--- src/rtl/alu_issue_stage_pkg.sv ---
// Shared definitions for the ALU issue stage: ALU control codes, ALUOp
// encodings, R-type opcode constants and the registered beat layout.
package alu_issue_stage_pkg;

  localparam int unsigned BEAT_DATA_W = 64;
  localparam int unsigned BEAT_RD_W   = 5;
  localparam int unsigned BEAT_OPC_W  = 11;

  // ALU operation codes driven on alu_control
  localparam logic [3:0] ALU_AND = 4'b0000;
  localparam logic [3:0] ALU_OR  = 4'b0001;
  localparam logic [3:0] ALU_ADD = 4'b0010;
  localparam logic [3:0] ALU_SUB = 4'b0110;

  // ALUOp from main control
  typedef enum logic [1:0] {
    ALUOP_MEM    = 2'b00,  // load/store address add
    ALUOP_BRANCH = 2'b01,  // branch compare subtract
    ALUOP_RTYPE  = 2'b10,  // operation taken from opcode field
    ALUOP_RSVD   = 2'b11
  } alu_op_e;

  // R-type opcode field values (instruction[31:21])
  localparam logic [BEAT_OPC_W-1:0] OPC_ADD = 11'b10001011000;
  localparam logic [BEAT_OPC_W-1:0] OPC_SUB = 11'b11001011000;
  localparam logic [BEAT_OPC_W-1:0] OPC_AND = 11'b10001010000;
  localparam logic [BEAT_OPC_W-1:0] OPC_ORR = 11'b10101010000;

  typedef struct packed {
    logic [BEAT_DATA_W-1:0] data1;
    logic [BEAT_DATA_W-1:0] data2;
    logic [3:0]             ctrl;
    logic [BEAT_RD_W-1:0]   rd;
    logic                   illegal;
  } beat_t;

endpackage

--- src/rtl/alu_issue_stage_ctrl.sv ---
// alu_ctrl_decode: combinational ALUOp + opcode -> 4-bit ALU control.
// Ports:
//   alu_op  in  2      ALUOp from main control
//   opcode  in  OPC_W  R-type opcode field
//   ctrl    out 4      ALU control code
//   illegal out 1      unknown R-type opcode or reserved ALUOp
module alu_ctrl_decode
  import alu_issue_stage_pkg::*;
#(
  parameter int unsigned OPC_W = BEAT_OPC_W
) (
  input  logic [1:0]       alu_op,
  input  logic [OPC_W-1:0] opcode,
  output logic [3:0]       ctrl,
  output logic             illegal
);

  always_comb begin
    ctrl    = ALU_AND;
    illegal = 1'b0;
    case (alu_op_e'(alu_op))
      ALUOP_MEM:    ctrl = ALU_ADD;
      ALUOP_BRANCH: ctrl = ALU_SUB;
      ALUOP_RTYPE: begin
        case (opcode)
          OPC_ADD: ctrl = ALU_ADD;
          OPC_SUB: ctrl = ALU_SUB;
          OPC_AND: ctrl = ALU_AND;
          OPC_ORR: ctrl = ALU_OR;
          default: illegal = 1'b1;
        endcase
      end
      default:      illegal = 1'b1;
    endcase
  end

endmodule

--- src/rtl/alu_issue_stage.sv ---
// alu_issue_stage: ID/EX register stage feeding the 64-bit ALU.
// Registers operand 1, the muxed operand 2, the decoded ALU control and rd.
// Valid/ready on both sides; a one-entry skid buffer lets in_ready be a flop.
// Ports:
//   clk, rst_n        clock, asynchronous active-low reset
//   flush             synchronous discard of main and skid entries
//   in_valid/in_ready upstream handshake (in_ready registered)
//   in_rs1_data, in_rs2_data, in_imm, in_alu_src, in_alu_op, in_opcode, in_rd
//                     decoded beat fields
//   out_valid/out_ready downstream handshake
//   input_data_1, input_data_2, alu_control, out_rd, out_illegal
//                     registered ALU inputs, held stable during a stall
module alu_issue_stage
  import alu_issue_stage_pkg::*;
#(
  parameter int unsigned DATA_W     = BEAT_DATA_W,
  parameter int unsigned REG_ADDR_W = BEAT_RD_W,
  parameter int unsigned OPC_W      = BEAT_OPC_W
) (
  input  logic                  clk,
  input  logic                  rst_n,
  input  logic                  flush,
  input  logic                  in_valid,
  output logic                  in_ready,
  input  logic [DATA_W-1:0]     in_rs1_data,
  input  logic [DATA_W-1:0]     in_rs2_data,
  input  logic [DATA_W-1:0]     in_imm,
  input  logic                  in_alu_src,
  input  logic [1:0]            in_alu_op,
  input  logic [OPC_W-1:0]      in_opcode,
  input  logic [REG_ADDR_W-1:0] in_rd,
  output logic                  out_valid,
  input  logic                  out_ready,
  output logic [DATA_W-1:0]     input_data_1,
  output logic [DATA_W-1:0]     input_data_2,
  output logic [3:0]            alu_control,
  output logic [REG_ADDR_W-1:0] out_rd,
  output logic                  out_illegal
);

  beat_t in_beat;
  beat_t main_q;
  beat_t skid_q;
  logic  main_valid_q;
  logic  skid_valid_q;
  logic  in_ready_q;
  logic  dec_illegal;
  logic  [3:0] dec_ctrl;

  logic accept;
  logic main_open;

  alu_ctrl_decode #(.OPC_W(OPC_W)) u_ctrl_decode (
    .alu_op  (in_alu_op),
    .opcode  (in_opcode),
    .ctrl    (dec_ctrl),
    .illegal (dec_illegal)
  );

  always_comb begin
    in_beat.data1   = in_rs1_data;
    in_beat.data2   = in_alu_src ? in_imm : in_rs2_data;
    in_beat.ctrl    = dec_ctrl;
    in_beat.rd      = in_rd;
    in_beat.illegal = dec_illegal;
  end

  assign accept    = in_valid & in_ready_q;
  // Main register may take a new beat when empty or being consumed this cycle
  assign main_open = ~main_valid_q | out_ready;

  // in_ready is always the complement of skid occupancy, so a full skid
  // blocks acceptance and only main_open can move it out.
  always_ff @(posedge clk or negedge rst_n) begin
    if (!rst_n) begin
      main_q       <= '0;
      skid_q       <= '0;
      main_valid_q <= 1'b0;
      skid_valid_q <= 1'b0;
      in_ready_q   <= 1'b1;
    end else if (flush) begin
      main_valid_q <= 1'b0;
      skid_valid_q <= 1'b0;
      in_ready_q   <= 1'b1;
    end else if (main_open) begin
      if (skid_valid_q) begin
        main_q       <= skid_q;
        main_valid_q <= 1'b1;
        skid_valid_q <= 1'b0;
        in_ready_q   <= 1'b1;
      end else if (accept) begin
        main_q       <= in_beat;
        main_valid_q <= 1'b1;
      end else begin
        main_valid_q <= 1'b0;
      end
    end else if (accept) begin
      skid_q       <= in_beat;
      skid_valid_q <= 1'b1;
      in_ready_q   <= 1'b0;
    end
  end

  assign in_ready     = in_ready_q;
  assign out_valid    = main_valid_q;
  assign input_data_1 = main_q.data1;
  assign input_data_2 = main_q.data2;
  assign alu_control  = main_q.ctrl;
  assign out_rd       = main_q.rd;
  assign out_illegal  = main_q.illegal;

endmodule
--- config.mk ---
export PLATFORM = sky130hd
export DESIGN_NAME = alu_issue_stage
export DESIGN_NICKNAME = d
export VERILOG_FILES = /design/src/rtl/alu_issue_stage_pkg.sv /design/src/rtl/alu_issue_stage_ctrl.sv /design/src/rtl/alu_issue_stage.sv
export SDC_FILE = /design/constraint.sdc
export NUM_CORES = 1
export LEC_CHECK = 0
export ABC_AREA = 1
export CAP_MARGIN = 20
export CORE_ASPECT_RATIO = 1.2
export CORE_MARGIN = 2
export CORE_UTILIZATION = 36
export CTS_CLUSTER_SIZE = 12
export DETAILED_ROUTE_END_ITERATION = 7
export PLACE_DENSITY = 0.58
export SETUP_SLACK_MARGIN = 0.1
export SLEW_MARGIN = 20
export SYNTH_ARGS = -nofsm -noshare
export SYNTH_HDL_FRONTEND = slang
export SYNTH_HIERARCHICAL = 1
export SYNTH_SLANG_ARGS = --single-unit
--- constraint.sdc ---
create_clock -name clk -period 2 [get_ports clk]
set_input_delay 0.4 -clock clk [delete_from_list [all_inputs] [get_ports clk]]
set_output_delay 0.4 -clock clk [all_outputs]
set_load 0.02 [all_outputs]
-- Word level (Yosys, flattened, before mapping)
Cells that the tools add are included.
- bits in latches: 0
- flip-flop bits (word level): 279
- memories kept: 0
- memory bits (writable): 0
- word-level logic and storage cells: 52
- ROM bits: 0
- input bits: 216
- output and inout port bits: 140
- eq/ne operators: 7
- div/mod/pow operators: 0
- multiply operators: 0
- $lt $le $gt $ge: 0
- muxes and demuxes: 18
- reduce and logical (&&, ||, !) cells: 9
- add/subtract/negate cells: 0
- shifts and indexed selects: 0
- bitwise logic cells: 5
- operators with widths (operator ; number):
    2-to-1 mux 138 bit ; 2
    2-to-1 mux 64 bit ; 1
    equality test 11 bit (second input constant) ; 4
    2-to-1 mux 1 bit ; 12
    case mux 4 bit (3 select lines) ; 1
    case mux 3 bit (3 select lines) ; 1
    AND reduction 3 bit ; 2
    nonzero test 2 bit ; 2
    OR reduction 4 bit ; 1
    inequality test 3 bit (second input constant) ; 1
    inverter 1 bit ; 3
    nonzero test 3 bit ; 1
    equality test 2 x 1 -> 1 bit (second input constant) ; 1
    equality test 2 bit (second input constant) ; 1
    zero test 2 bit ; 1
    case mux 1 bit (2 select lines) ; 1
    AND reduction 2 bit ; 1
    OR reduction 2 bit ; 1
    bitwise AND 1 bit ; 1
    bitwise OR 1 bit ; 1

-- Longest topological paths before layout
Gate-level depths: netlist of run 1.
- depth after elaboration: 6
- depth in mapped cells: 10
- mapped depth without buffers: 10

-- Hierarchy
The synthesis of run 1 kept the hierarchy.
- by module, submodules not included (module ; area each (µm²) ; times used ; sequential area each (µm²) ; cells each):
    alu_issue_stage ; 13296.5 ; 1 ; 6982.9 ; 1752
    alu_ctrl_decode ; 161.4 ; 1 ; 0.0 ; 36

-- Worst setup path before layout of run 1
Ideal clock, no wire load.
- path kind: register to register
- start point: reg in_ready_q (netlist: in_ready)
- end point: reg skid_q[30] in the netlist's numbering
- setup slack: 0.580 ns
- library setup time: 0.121 ns
- period minus slack after synthesis: 1.420 ns
- required time: 1.879 ns
- stages on the path, launching flop included: 8
- data arrival time: 1.300 ns
- buffers on the path: 2
- path through: dfstp_2 -> nand2_1 -> inv_2 -> nand2_4 -> buf_4 -> buf_4 -> nand2_1 -> o21ai_1
- longest elaborated chain between the ends: 2
- RTL lines (element ; line ; text):
    from (decl) ; alu_issue_stage.sv:46 ; logic in_ready_q;
    from (signal assigned) ; alu_issue_stage.sv:80 ; in_ready_q <= 1'b1;
    from (signal assigned) ; alu_issue_stage.sv:84 ; in_ready_q <= 1'b1;
    from (signal assigned) ; alu_issue_stage.sv:90 ; in_ready_q <= 1'b1;
    bitwise AND 1 bit ; alu_issue_stage.sv:68 ; assign accept = in_valid & in_ready_q;
    AND reduction 3 bit (no line) ; - ;
    to (signal assigned) ; alu_issue_stage.sv:98 ; skid_q <= in_beat;
    to (decl) ; alu_issue_stage.sv:43 ; beat_t skid_q;
No other way between the ends.
A chain may end at the register's enable or synchronous reset.

-- Final worst setup path of run 1
- start point: reg in_ready_q (netlist: in_ready)
- end point: out in_ready
- RTL lines (element ; line ; text):
    to (decl) ; alu_issue_stage.sv:24 ; output logic in_ready,
No word-level cell between the ends.

==> results of run 1 <==
[power groups by stage]
stage / sequential (mW) / combinational (mW) / clock, mW
4_1_cts: 7.84 / 4.33 / 5.89
2_1_floorplan: 8.49 / 1.71 / 0
3_3_place_gp: 7.91 / 4.67 / 0
6_report: 7.84 / 4.26 / 5.76
3_5_place_dp: 7.93 / 4.75 / 0
5_1_grt: 8.01 / 4.78 / 6.14
[cell type report]
type / instances / area [µm²]
clock buffers: 48 / 929.6
flip-flops and latches: 279 / 6984
multi-input cells: 1217 / 5154
inverters: 188 / 710.7
well taps: 474 / 593.1
clock inverters: 8 / 102.6
fillers: 3698 / 18540
diodes: 4 / 10.01
repair buffers: 392 / 3871
[how the worst max path moves through the flow]
stage	endpoint	slack [ns]
2_1_floorplan	skid_q[30]	0.58
3_3_place_gp	out_illegal	-0.14
3_5_place_dp	out_illegal	-0.15
4_1_cts	in_ready	0.13
5_1_grt	in_ready	0.11
6_report	in_ready	0.16
[cells by family (layout without fill, tap and decap cells)]
group | after synthesis | count (layout) | synth area share [%]
DFF | 279 | 279 | 51.89
other | 1 | 5 | 0.02786
AOI/OAI and AO/OA | 261 | 261 | 9.706
buffers and inverters | 292 | 636 | 9.883
and+or+nand+nor | 955 | 955 | 28.50
[per-layer routing]
| metal | GRT usage [%] | wire, µm |
|---|---|---|
| met5 | 0 | 13 |
| met4 | 6.263 | 847 |
| met3 | 3.611 | 2281 |
| met2 | 33.33 | 18740 |
| met1 | 26.73 | 17690 |
[sequential cells by signal, summed over array words and instances, names as in the netlist]
register / count
in_ready: 1
out_rd: 5
out_valid: 1
input_data_2: 64
input_data_1: 64
skid_valid_q: 1
out_illegal: 1
alu_control: 4
skid_q: 138
[cells in the final DEF, fill, tap and decap left out, types with 3 or more instances in the layout]
master                            instances
sky130_fd_sc_hd__buf_12                  17
sky130_fd_sc_hd__clkdlybuf4s50_1        213
sky130_fd_sc_hd__clkbuf_16               31
sky130_fd_sc_hd__or2_1                    5
sky130_fd_sc_hd__clkbuf_8                 9
sky130_fd_sc_hd__o21ai_0                114
sky130_fd_sc_hd__clkbuf_1                 8
sky130_fd_sc_hd__inv_2                    4
sky130_fd_sc_hd__or2_2                   22
sky130_fd_sc_hd__clkinv_2                 3
sky130_fd_sc_hd__nor2_1                   9
sky130_fd_sc_hd__diode_2                  4
sky130_fd_sc_hd__inv_1                  183
sky130_fd_sc_hd__dfrtp_1                277
sky130_fd_sc_hd__nand2_1                814
sky130_fd_sc_hd__nand3_1                 96
sky130_fd_sc_hd__buf_4                   19
sky130_fd_sc_hd__dlygate4sd2_1          140
sky130_fd_sc_hd__o21ai_1                146
[worst reg2reg max path, delay by kind of cell (launching register included)]
| kind | cells | cell delay [ns] |
|---|---|---|
| AOI/OAI and AO/OA | 2 | 0.52 |
| DFF | 1 | 0.45 |
| buffers and inverters | 2 | 0.54 |
[repair_timing]
| action | CTS | global route |
|---|---|---|
| endpoints found under the setup margin | 140 | 0 |
| resized for setup | 140 | 0 |
| buffers inserted | 0 | 0 |
| endpoints found under the hold margin | 34 | 0 |
| hold buffers | 1 | 0 |
[per-stage QoR]
step | utilization [%] | hold slack, ns | std cells | worst slack (ns)
after global placement | 47.37 | 0.3171 | 2549 | -0.1434
final | 49.74 | 0.3153 | 2610 | 0.1609
after global routing | 49.74 | 0.3082 | 2610 | 0.1070
after floorplan | - | 0.1044 | 1788 | 0.5798
after CTS | 49.72 | 0.3015 | 2606 | 0.1256
after detailed placement | 47.37 | 0.3143 | 2549 | -0.1512
==> results.json, run 1 <==
{
  "first_pass_iters": 5,
  "ir_worst_vdd_mv": 0.6368,
  "start_kind": "flop",
  "clkSinkCount": 279,
  "synth_sequential_area_ratio_pct": 51.89,
  "drt_drc_violations_left": 0,
  "setup_slack_reg_to_reg_ns": 0.40,
  "ys_async_sr_fraction_pct": 100.0,
  "ant_nets": 0,
  "place_congestion": 0.8241,
  "cts_tree": "done",
  "dpl-instance-area_um2": 17480,
  "design.final.nets": 2325,
  "stdcell_area_um2": 18360,
  "unrepaired_setup_endpoints_after_global_routing": "false",
  "period_minus_slack_ns": 1.839,
  "vias_in_the_first_global_route": 11830,
  "ctsLongestPathBuffers": 3,
  "power.switching_fraction_pct": 31.17,
  "coreArea_um2": 36900,
  "post_route_cells_drive_above_1_share_pct": 5.769,
  "htreeDepth": 1,
  "dieHeight_um": 215.8,
  "synth.most_common_cell": "sky130_fd_sc_hd__nand2_1",
  "max_stage_delay_ns": 0.54,
  "setup.worst_path.class": "reg2out",
  "worst_setup_path_startpoint": "in_ready",
  "ordered_cell_list_for_the_critical_path": "dlygate4sd2_1",
  "worst_max_slew_margin_expressed_relative_to_the_limit_pct": 59.80,
  "grtUsageTotal_pct": 20.09,
  "place_hpwl_mm": 26.89,
  "mappedNetlistArea_um2": 13460,
  "internal_power_of_the_cells_mw": 12.29,
  "ys_ff_latch": 279,
  "crit_cells": 1,
  "grt_max_degree": 133,
  "post_drt_via_cell_ratio": 4.630,
  "synth_cell_type_count": 25,
  "synth.top_cell.area_share_pct": 51.69,
  "root_buffer": "sky130_fd_sc_hd__clkbuf_16",
  "setup_total_negative_slack_ns": 0,
  "tightest_slew_ns": 0.6031,
  "crit-reg2reg-launch": "skid_valid_q",
  "power_mw": 17.86,
  "power_spent_charging_and_discharging_nets_mw": 5.567,
  "synth_enable_flop_cells": 0,
  "post_drt_wl_per_cell_um": 15.16,
  "count_of_input_and_output_buffers": 355,
  "power_per_cell_area_nw_per_um2": 972.9,
  "critPathCaptureType": "primary output",
  "comb_power_share_pct": 23.9,
  "path_clk_slew_ns": 0.06,
  "cpLargestDelayFamily": "flip-flops",
  "cap_violations": 0,
  "grt_pass1_wl_mm": 63.79,
  "rows": 77,
  "grt_antenna_before_repair": 5,
  "final_min_period_over_clock_period_pct": 91.95,
  "syn-instance-count": 1788,
  "timing.critical_path.arrival_ns": 1.44,
  "wirelength_mm": 39.57,
  "synth_top_flop_cell": "sky130_fd_sc_hd__dfrtp_1",
  "status": "completed",
  "critical_path_buf_inv_count": 1,
  "dr.first_iter.drc_count": 692,
  "synth_warnings": 6,
  "finalMaxSlewViolations": 0,
  "synth_top_area_cell": "sky130_fd_sc_hd__dfrtp_1",
  "critical_path_required_ns": 1.60,
  "finalClockSkew_ns": 0.01002,
  "sequentialPowerShare_pct": 43.9,
  "worstRegToRegCells": 4,
  "pin_count": 356,
  "clock_latency_at_the_later_pin_of_the_worst_skew_pair_ns": 0.56,
  "count_of_vias_placed_by_the_detailed_router": 12084,
  "top_area_cells_in_the_synthesized_netlist": "sky130_fd_sc_hd__dfrtp_1, sky130_fd_sc_hd__nand2_1, sky130_fd_sc_hd__o21ai_1",
  "crit_path_top_delay_cell": "sky130_fd_sc_hd__dfstp_2",
  "critPathMaxFanout": 3,
  "static_leakage_power_nw": 10.00,
  "floorplan.die.width_um": 180.5,
  "mean_post_synth_cell_area_um2": 7.527,
  "power.clock.fraction_pct": 32.2,
  "initial_utilization_pct": 36.47,
  "design.die.area_um2": 38950,
  "hold_class": "in2async",
  "cts_made_buffers": 31,
  "syn2layout_area_growth_pct": 36.39,
  "netlist_top_cells_count": "sky130_fd_sc_hd__nand2_1, sky130_fd_sc_hd__dfrtp_1, sky130_fd_sc_hd__inv_1, sky130_fd_sc_hd__o21ai_1, sky130_fd_sc_hd__o21ai_0",
  "crit-reg2reg-capture": "alu_control[2]",
  "setup_violations": 0,
  "globalRoute.totalOverflow": 0,
  "hold_viol_final": 0,
  "number_of_nets_produced_by_synthesis": 2004,
  "achievable-frequency_ghz": 0.5438
}
(Power assumes the default switching activity.)
==> run 2: changes to the inputs <==
--- a/config.mk
+++ b/config.mk
@@ -7,12 +7,13 @@
 export LEC_CHECK = 0
 export ABC_AREA = 1
 export CAP_MARGIN = 20
-export CORE_ASPECT_RATIO = 1.2
+export CORE_ASPECT_RATIO = 1.75
 export CORE_MARGIN = 2
 export CORE_UTILIZATION = 36
 export CTS_CLUSTER_SIZE = 12
 export DETAILED_ROUTE_END_ITERATION = 7
 export PLACE_DENSITY = 0.58
+export REMOVE_ABC_BUFFERS = 1
 export SETUP_SLACK_MARGIN = 0.1
 export SLEW_MARGIN = 20
 export SYNTH_ARGS = -nofsm -noshare
==> run 2 against run 1 <==
Compared with the run above:
- sequential share of layout area grew 0.19 points
- via count is 0.50% higher
- global-route usage increased by 0.79 points
- combinational power rose by 2%
- core utilization decreased by 0.21 points
- final cell count fell by 0.11%
- final area shrank 0.45%
- first-iteration DRC count fell by 27%
- largest cell class unchanged
- highest routed layer is now met4
==> results.json, run 2 (synthesized netlist as in run 1, its figures left out) <==
{
  "vias_in_the_first_global_route": 12094,
  "status": "completed",
  "count_of_input_and_output_buffers": 355,
  "initial_utilization_pct": 36.48,
  "grt_antenna_before_repair": 3,
  "clkSinkCount": 279,
  "setup.worst_path.class": "reg2out",
  "post_drt_via_cell_ratio": 4.658,
  "grt_pass1_wl_mm": 64.20,
  "critical_path_required_ns": 1.60,
  "count_of_vias_placed_by_the_detailed_router": 12144,
  "layout.cells.most_common_list": "sky130_fd_sc_hd__nand2_1, sky130_fd_sc_hd__dfrtp_1, sky130_fd_sc_hd__clkdlybuf4s50_1",
  "layout.area.seq_um2": 6987,
  "final_common_cell": "sky130_fd_sc_hd__nand2_1",
  "post_route_cells_drive_above_1_share_pct": 5.496,
  "coreArea_um2": 36890,
  "largest_register_ffs": 138,
  "first_pass_iters": 5,
  "post_drt_wl_per_cell_um": 15.61,
  "unrepaired_setup_endpoints_after_global_routing": "false",
  "ir_worst_vdd_mv": 0.4683,
  "tightest_slew_ns": 0.7818,
  "place_hpwl_mm": 28.91,
  "critPathMaxFanout": 3,
  "largest-register": "skid_q",
  "final_min_period_over_clock_period_pct": 89.87,
  "place_ws_ns": 0.07174,
  "floorplan.die.width_um": 150.2,
  "stdcell_area_um2": 18270,
  "fillers": 3673,
  "static_leakage_power_nw": 9.960,
  "max_stage_delay_ns": 0.53,
  "multi_input_area_um2": 5154,
  "grt_max_degree": 116,
  "dieHeight_um": 259.8,
  "dr.first_iter.drc_count": 505,
  "dpl-instance-area_um2": 17600,
  "worst_max_slew_margin_expressed_relative_to_the_limit_pct": 47.88,
  "critical_path_buf_inv_count": 1,
  "power_per_cell_area_nw_per_um2": 934.7,
  "critPathCaptureType": "primary output",
  "root_buffer": "sky130_fd_sc_hd__clkbuf_16",
  "path_clk_slew_ns": 0.06,
  "start_kind": "flop",
  "design.final.nets": 2330,
  "place_congestion": 0.8394,
  "cpLargestDelayFamily": "flip-flops",
  "globalRoute.totalOverflow": 0,
  "finalMaxSlewViolations": 0,
  "rows": 93,
  "drt_drc_violations_left": 0,
  "ctsLongestPathBuffers": 3,
  "htreeDepth": 1,
  "crit_path_top_delay_cell": "sky130_fd_sc_hd__dfstp_2",
  "clock_latency_at_the_later_pin_of_the_worst_skew_pair_ns": 0.54,
  "hold_class": "in2async",
  "achievable-frequency_ghz": 0.5564,
  "ant_nets": 0,
  "hold_viol_final": 0,
  "ordered_cell_list_for_the_critical_path": "dlygate4sd2_1",
  "finalClockSkew_ns": 0.01308,
  "syn2layout_area_growth_pct": 35.78,
  "cts.repair_timing.setup_buffer_count": 0,
  "timing.critical_path.arrival_ns": 1.40,
  "grtUsageTotal_pct": 20.88,
  "cts_made_buffers": 28,
  "fin_ws_ns": 0.2026,
  "cap_violations": 0,
  "setup_violations": 0,
  "pin_count": 356,
  "cts_tree": "done",
  "period_minus_slack_ns": 1.797,
  "wirelength_mm": 40.70,
  "design.die.area_um2": 39010
}
## run 2: cell count changes in the layout (fill, tap and decap cells not counted), sizes merged
cell / previous run / this run
bufinv: 2 / 1
inv: 190 / 188
clkbuf: 48 / 41
clkinvlp: 1 / 0
buf: 38 / 46
diode: 4 / 3
## run 2: path summary, 6_finish.rpt
path | startpoint | endpoint | slack [ns] | cells past startpoint
hold / removal | rst_n | input_data_2[12] | 0.42 | 2
max in group asynchronous | rst_n | input_data_1[54] | 0.85 | 3
setup reg to reg | skid_valid_q | input_data_2[8] | 0.47 | 5
min in group clk | in_rs1_data[26] | skid_q[100] | 0.42 | 3
setup / recovery | in_ready | in_ready | 0.20 | 1
hold reg to reg | skid_q[120] | skid_q[120] | 0.46 | 2
## run 2: per-stage QoR
step,TNS (ns),util [%],hold slack [ns],instances,power [mW]
floorplan,-509.85,-,0.1044,1684,10.09
global placement,0,47.73,0.4120,2558,12.66
detailed placement,0,47.73,0.4157,2558,12.77
CTS,0,49.52,0.3939,2604,17.33
global route,0,49.54,0.4167,2607,18.15
finish,0,49.54,0.4233,2607,17.08
## run 2: per-layer routing
metal	global-route usage [%]	share of wire (%)	up-vias	wire (µm)
met2	38.20	52	335	21270
met3	3.158	5.1	73	2057
met5	0	0	-	0
met1	23.65	38	5588	15560
met4	9.408	4.5	0	1816
li1	-	-	6148	-
## run 2: area by class of cell
class	count	share of cell area, %
Inverter	188	3.889
Timing Repair Buffer	400	21.86
Antenna cell	3	0.04108
Tap cell	475	3.253
Sequential cell	279	38.24
Clock inverter	4	0.2465
Clock buffer	41	4.273
Multi-Input combinational cell	1217	28.20
## run 2: report_power, final
| part | switching [mW] | total (mW) | internal [mW] |
|---|---|---|---|
| logic | 2.50 | 4.34 | 1.83 |
| registers | 0.783 | 7.83 | 7.04 |
| clock network | 2.12 | 4.92 | 2.80 |
## run 2: timing repair
action / CTS / global route
hold buffers: 1 / 0
setup endpoints to repair: 140 / 0
gates resized for setup: 140 / 0
hold endpoints to repair: 46 / 0
